$ cat src/rtl/fifo_pkg.sv
// Shared helpers for the async FIFO read and write pointer controllers.
package fifo_pkg;

    localparam int unsigned ADDR_WIDTH_DEFAULT = 5;

    // Widest pointer the helpers handle; narrower pointers are zero-extended in and truncated out.
    localparam int unsigned PTR_MAX_W = 32;

    typedef logic [PTR_MAX_W-1:0] ptr_word_t;

    // Binary to reflected Gray code.
    function automatic ptr_word_t bin2gray(input ptr_word_t bin);
        return bin ^ (bin >> 1);
    endfunction

    // Gray to binary: each binary bit is the XOR of all Gray bits at or above it.
    function automatic ptr_word_t gray2bin(input ptr_word_t gray);
        ptr_word_t bin;
        bin = gray;
        for (int unsigned i = 1; i < PTR_MAX_W; i++) begin
            bin = bin ^ (gray >> i);
        end
        return bin;
    endfunction

endpackage : fifo_pkg

$ cat src/rtl/fifo_read_ctrl_if.sv
// Read-side client / pointer-exchange bundle of the async FIFO read controller.
interface fifo_read_ctrl_if #(
    parameter int unsigned ADDR_WIDTH = fifo_pkg::ADDR_WIDTH_DEFAULT
);

    localparam int unsigned PTR_W = ADDR_WIDTH + 1;

    logic                  rd_en;
    logic [PTR_W-1:0]      wr_ptr_gray;
    logic [ADDR_WIDTH-1:0] rd_addr;
    logic [PTR_W-1:0]      rd_ptr_gray;
    logic                  empty;
    logic                  almost_empty;
    logic [PTR_W-1:0]      rd_level;
    logic                  underflow;

    // Client side: issues reads, supplies the write-domain pointer.
    modport master (
        output rd_en,
        output wr_ptr_gray,
        input  rd_addr,
        input  rd_ptr_gray,
        input  empty,
        input  almost_empty,
        input  rd_level,
        input  underflow
    );

    // Controller side.
    modport slave (
        input  rd_en,
        input  wr_ptr_gray,
        output rd_addr,
        output rd_ptr_gray,
        output empty,
        output almost_empty,
        output rd_level,
        output underflow
    );

endinterface : fifo_read_ctrl_if

$ cat src/rtl/gray_ptr_sync.sv
// Two-flop synchroniser for a Gray-coded pointer crossing clock domains.
module gray_ptr_sync #(
    parameter int unsigned WIDTH = fifo_pkg::ADDR_WIDTH_DEFAULT + 1
) (
    input  logic             clk,
    input  logic             rst_n,
    input  logic [WIDTH-1:0] d,
    output logic [WIDTH-1:0] q
);

    logic [WIDTH-1:0] stage1;

    // Only stage1 samples the asynchronous input; q is the settled copy.
    always_ff @(posedge clk or negedge rst_n) begin
        if (!rst_n) begin
            stage1 <= '0;
            q      <= '0;
        end else begin
            stage1 <= d;
            q      <= stage1;
        end
    end

endmodule : gray_ptr_sync

$ cat src/rtl/fifo_read_ctrl.sv
// Read-domain pointer and flag controller of the async FIFO.
module fifo_read_ctrl
    import fifo_pkg::*;
#(
    parameter int unsigned ADDR_WIDTH = ADDR_WIDTH_DEFAULT,
    parameter int unsigned AE_THRESH  = 2
) (
    input  logic              clk,
    input  logic              rst_n,
    fifo_read_ctrl_if.slave   bus
);

    localparam int unsigned PTR_W = ADDR_WIDTH + 1;

    logic [PTR_W-1:0] rd_ptr_bin;
    logic [PTR_W-1:0] rd_ptr_gray_q;
    logic [PTR_W-1:0] wq2_gray;
    logic             empty_q;
    logic             almost_empty_q;
    logic [PTR_W-1:0] rd_level_q;
    logic             underflow_q;

    logic             rd_inc_c;
    logic [PTR_W-1:0] rd_bin_next_c;
    logic [PTR_W-1:0] rd_gray_next_c;
    logic [PTR_W-1:0] wq2_bin_c;
    logic [PTR_W-1:0] lvl_next_c;
    logic             empty_next_c;
    logic             almost_empty_next_c;

    // Bring the write pointer into clk; nothing else looks at wr_ptr_gray.
    gray_ptr_sync #(
        .WIDTH (PTR_W)
    ) u_wptr_sync (
        .clk   (clk),
        .rst_n (rst_n),
        .d     (bus.wr_ptr_gray),
        .q     (wq2_gray)
    );

    // Next pointer and flag values; flags look at the post-read pointer so the last read sets empty.
    always_comb begin
        rd_inc_c            = bus.rd_en & ~empty_q;
        rd_bin_next_c       = rd_ptr_bin + PTR_W'(rd_inc_c);
        rd_gray_next_c      = PTR_W'(bin2gray(ptr_word_t'(rd_bin_next_c)));
        wq2_bin_c           = PTR_W'(gray2bin(ptr_word_t'(wq2_gray)));
        lvl_next_c          = wq2_bin_c - rd_bin_next_c;
        empty_next_c        = (rd_gray_next_c == wq2_gray);
        almost_empty_next_c = (32'(lvl_next_c) <= AE_THRESH);
    end

    // Pointer registers.
    always_ff @(posedge clk or negedge rst_n) begin
        if (!rst_n) begin
            rd_ptr_bin    <= '0;
            rd_ptr_gray_q <= '0;
        end else begin
            rd_ptr_bin    <= rd_bin_next_c;
            rd_ptr_gray_q <= rd_gray_next_c;
        end
    end

    // Status flags and occupancy; reset state reads as an empty FIFO.
    always_ff @(posedge clk or negedge rst_n) begin
        if (!rst_n) begin
            empty_q        <= 1'b1;
            almost_empty_q <= 1'b1;
            rd_level_q     <= '0;
            underflow_q    <= 1'b0;
        end else begin
            empty_q        <= empty_next_c;
            almost_empty_q <= almost_empty_next_c;
            rd_level_q     <= lvl_next_c;
            underflow_q    <= bus.rd_en & empty_q;
        end
    end

    assign bus.rd_addr      = rd_ptr_bin[ADDR_WIDTH-1:0];
    assign bus.rd_ptr_gray  = rd_ptr_gray_q;
    assign bus.empty        = empty_q;
    assign bus.almost_empty = almost_empty_q;
    assign bus.rd_level     = rd_level_q;
    assign bus.underflow    = underflow_q;

endmodule : fifo_read_ctrl

$ cat src/flat_wrapper.sv
// flat-port wrapper written by rule: the top's interface ports become plain ports
module fifo_read_ctrl_flat import fifo_pkg::*;
#(
    parameter int unsigned ADDR_WIDTH = ADDR_WIDTH_DEFAULT,
    parameter int unsigned AE_THRESH  = 2
)
  (clk, rst_n, bus_rd_en, bus_wr_ptr_gray, bus_rd_addr, bus_rd_ptr_gray, bus_empty, bus_almost_empty, bus_rd_level, bus_underflow);
  fifo_read_ctrl_if #(.ADDR_WIDTH(ADDR_WIDTH)) bus_i ();
  input  logic clk;
  input  logic rst_n;
  input wire logic [$bits(bus_i.rd_en)-1:0] bus_rd_en;
  input wire logic [$bits(bus_i.wr_ptr_gray)-1:0] bus_wr_ptr_gray;
  output wire logic [$bits(bus_i.rd_addr)-1:0] bus_rd_addr;
  output wire logic [$bits(bus_i.rd_ptr_gray)-1:0] bus_rd_ptr_gray;
  output wire logic [$bits(bus_i.empty)-1:0] bus_empty;
  output wire logic [$bits(bus_i.almost_empty)-1:0] bus_almost_empty;
  output wire logic [$bits(bus_i.rd_level)-1:0] bus_rd_level;
  output wire logic [$bits(bus_i.underflow)-1:0] bus_underflow;
  assign bus_i.rd_en = bus_rd_en;
  assign bus_i.wr_ptr_gray = bus_wr_ptr_gray;
  assign bus_rd_addr = bus_i.rd_addr;
  assign bus_rd_ptr_gray = bus_i.rd_ptr_gray;
  assign bus_empty = bus_i.empty;
  assign bus_almost_empty = bus_i.almost_empty;
  assign bus_rd_level = bus_i.rd_level;
  assign bus_underflow = bus_i.underflow;
  fifo_read_ctrl #(.ADDR_WIDTH(ADDR_WIDTH), .AE_THRESH(AE_THRESH)) u_core (.clk(clk), .rst_n(rst_n), .bus(bus_i));
endmodule
$ cat config.mk
export PLATFORM = sky130hd
export DESIGN_NAME = fifo_read_ctrl_flat
export DESIGN_NICKNAME = d
export VERILOG_FILES = /design/src/rtl/fifo_pkg.sv /design/src/rtl/fifo_read_ctrl_if.sv /design/src/rtl/gray_ptr_sync.sv /design/src/rtl/fifo_read_ctrl.sv /design/src/flat_wrapper.sv
export SDC_FILE = /design/constraint.sdc
export NUM_CORES = 1
export LEC_CHECK = 0
export BUFFER_PORTS_ARGS = -buffer_cell sky130_fd_sc_hd__buf_2
export CORE_MARGIN = 8
export CORE_UTILIZATION = 40
export CTS_CLUSTER_DIAMETER = 60
export DETAILED_ROUTE_END_ITERATION = 10
export GPL_ROUTABILITY_DRIVEN = 1
export GPL_TIMING_DRIVEN = 0
export HOLD_SLACK_MARGIN = 0.1
export SLEW_MARGIN = 30
export SYNTH_ARGS = -nofsm -noshare
export SYNTH_HDL_FRONTEND = slang
export SYNTH_SLANG_ARGS = --single-unit
$ cat constraint.sdc
create_clock -name clk -period 3.6 [get_ports clk]
set_clock_uncertainty 0.1 [all_clocks]
set_input_delay 0.9 -clock clk [delete_from_list [all_inputs] [get_ports clk]]
set_output_delay 0.9 -clock clk [all_outputs]
set_load 0.1 [all_outputs]
==> key figures <==
Run status
  – Status: finished, final reports clean

Clock network
  – CTS Buf Count: 5
  – Hold-fix buffers, CTS: 0
  – TritonCTS clock tree: yes
  – CTS H-tree depth: 2
  – Worst-path clk slew: 0.09 ns
  – Clk buf depth: 2
  – Sink Count: 32
  – Clk_lat worst skew: 0.33 ns
  – Clk root buf: clkbuf_4
  – Post-CTS setup buffer count: 0

Yosys
  – Synth cell types: 32
  – Seq cells post-synth: 32
  – Cell taking the most area after synthesis: dfrtp_1
  – Syn nets: around 120
  – Sequential element share of the synthesized area: between 50% and 60%
  – Yosys top cell area share: a little over half
  – Ys Warns: 0
  – Gate Count Post-Synth: 107
  – Synth area leaders: dfrtp_1 52%, xor2_1 9.1%, xnor2_1 5.5%
  – Syn Area/Cell: 13.47 µm²
  – Mapped Area: 1441 µm²

Place
  – Number of buffers added on ports: 28
  – Routability Congestion: 0.7682
  – Placed Area: 1642 µm²
  – Placed Cells: 183
  – Dpl hpwl: 1.873 mm

Cells and area
  – Finished Layout Cells: 191
  – Fillers: 338
  – Layout area overhead: 18.49%
  – Final layout net count: 156
  – Antenna diodes: 0
  – Reg area: 803.3 µm²
  – Area of the multi-input gates: 611.8 µm²
  – Most common cell after layout, fill and taps aside: dfrtp_1
  – Most frequent cells in the layout: 30 x dfrtp_1, 28 x buf_2, 14 x xor2_1
  – Fraction of layout instances using a drive strength above 1: 34.97%
  – Design area: 1708 µm²

Worst setup path
  – RR Endpoint: u_core.bus.almost_empty
  – Critical Path Sink: u_core.bus.almost_empty
  – Startpoint types: flop
  – Crit. End Element: flop
  – Critical path class: reg -> reg
  – Critical Path Start: u_core.u_wptr_sync.q[3]
  – Setup slack, reg-to-reg: around 0.33 ns
  – CP required: 3.74 ns
  – R2R cell count: 11
  – RR Startpoint: u_core.u_wptr_sync.q[3]
  – Arr. time, crit path: 3.40 ns
  – CP max FO: 6

STA
  – Headroom to the max-slew limit: 54.86%
  – RSZ-0062 raised after global routing: false
  – Final setup vio count: 0
  – Worst Tran Pin Value: 0.6771 ns
  – Fin crit share: between 90% and 100%
  – Fin Setup TNS: 0 ns
  – Top achievable clock speed: 306.1 MHz
  – Hold Fails Final Rpt: 0
  – Final slew viol count: 0
  – Final min period: 3.267 ns

Hold path
  – HP Class: reg -> reg

Flow run
  – MaxCap Viol Count: 0

Floorplanning
  – Core ar.: 3551 µm²
  – Die area: 5781 µm²
  – Die X: 76.03 µm
  – Die H: 76.03 µm
  – Rows: 22
  – IO Count: 29
  – Starting Density: between 40% and 50%

Drt
  – WL final: 2.518 mm
  – DR iter-0 viols: 30
  – Final ANT Viol Nets: 0
  – WL met1: 1.124 mm
  – Drt pass-1 iters: 3
  – DR WL met2: 1.181 mm
  – Met3 WL post-DR: approximately 160 µm
  – Avg Vias per Cell: approximately 4.5
  – Wire per inst: 13.18 µm
  – Highest Signal Layer: met4
  – DR DRC count: 0
  – Vias: between 800 and 900

GRT
  – GRT Overall Usage: roughly 9.8%
  – First-pass GRT wire length: 4.560 mm
  – Largest net degree at the start of global routing: 33
  – Overflow after GRT: 0
  – Vias in the first global route: 997
  – Antenna violations before repair: 0
Yosys cell counts, drive strengths merged:
cell type	number
dfrtp	30
xor2	16
xnor2	11
inv	9
a21oi	4
ha	4
a211oi	3
nand2	3
nand2b	3
nand3	3
and3	2
dfstp	2
nor2	2
nor3	2
a221oi	1
a31oi	1
and2	1
and2b	1
and4b	1
fa	1
maj3	1
mux2	1
nor2b	1
nor4b	1
o211ai	1
o22ai	1
xor3	1
cell families after synthesis:
group / share of synthesized area [%]
flops: 55.73
xor+xnor: 20.49
simple gates: 8.768
compound gates: 6.250
buf+inv: 2.344
fa+ha+maj: 5.642
mux: 0.7812
critical path, cell delays in order, from the launching register on:
cell	delay, ns
dfrtp_1	0.41
xor3_2	0.55
xnor2_2	0.27
xor2_2	0.25
xor2_1	0.10
ha_1	0.23
fa_1	0.43
nor2_1	0.14
maj3_2	0.21
a21oi_2	0.04
xor2_1	0.18
nor4b_2	0.27
sequential cells by signal, indices dropped and copies added (netlist names):
register and flops:
u_core.bus.almost_empty 1, u_core.bus.empty 1, u_core.bus.rd_level 6, u_core.bus.rd_ptr_gray 5, u_core.bus.underflow 1, u_core.rd_ptr_bin 6, u_core.u_wptr_sync.q 6, u_core.u_wptr_sync.stage1 6
how the worst min path moves through the flow:
stage | slack, ns | end | startpoint | cells after the start
3_3_place_gp | 0.23 | u_core.u_wptr_sync.q[3] | u_core.u_wptr_sync.stage1[3] | 0
5_1_grt | 0.26 | u_core.u_wptr_sync.q[4] | u_core.u_wptr_sync.stage1[4] | 0
3_5_place_dp | 0.24 | u_core.u_wptr_sync.q[4] | u_core.u_wptr_sync.stage1[4] | 0
2_1_floorplan | 0.23 | u_core.u_wptr_sync.q[0] | u_core.u_wptr_sync.stage1[0] | 0
4_1_cts | 0.25 | u_core.u_wptr_sync.q[4] | u_core.u_wptr_sync.stage1[4] | 0
6_report | 0.26 | u_core.u_wptr_sync.q[0] | u_core.u_wptr_sync.stage1[0] | 0
metrics by stage:
stage,setup WS [ns],util (%),hold WS [ns]
3_5_place_dp,0.1805,46.23,0.2356
5_1_grt,0.07889,48.10,0.2587
4_1_cts,0.2193,47.89,0.2518
3_3_place_gp,0.2192,46.23,0.2316
2_1_floorplan,0.5145,-,0.2312
6_report,0.3332,48.10,0.2557
area by class of cell:
class	count	share of cell area (%)
flip-flops and latches	32	47.03
multi-input cells	66	35.82
repair buffers	28	8.205
well taps	48	3.516
clock buffers	8	3.443
inverters	9	1.978
what timing repair did:
item / CTS / global route
setup endpoints to repair: 0 / 1
gates resized for setup: 0 / 1
hold endpoints to repair: 0 / 0
layer usage:
layer,vias to the layer above,GRT usage [%]
met1,412,10.58
li1,420,-
met2,25,15.51
met5,-,0
met3,5,4.835
met4,0,5.294
Power is left out: the tool's default activity adds up to more than one toggle a clock period on the data nets, which glitch-free logic cannot reach.
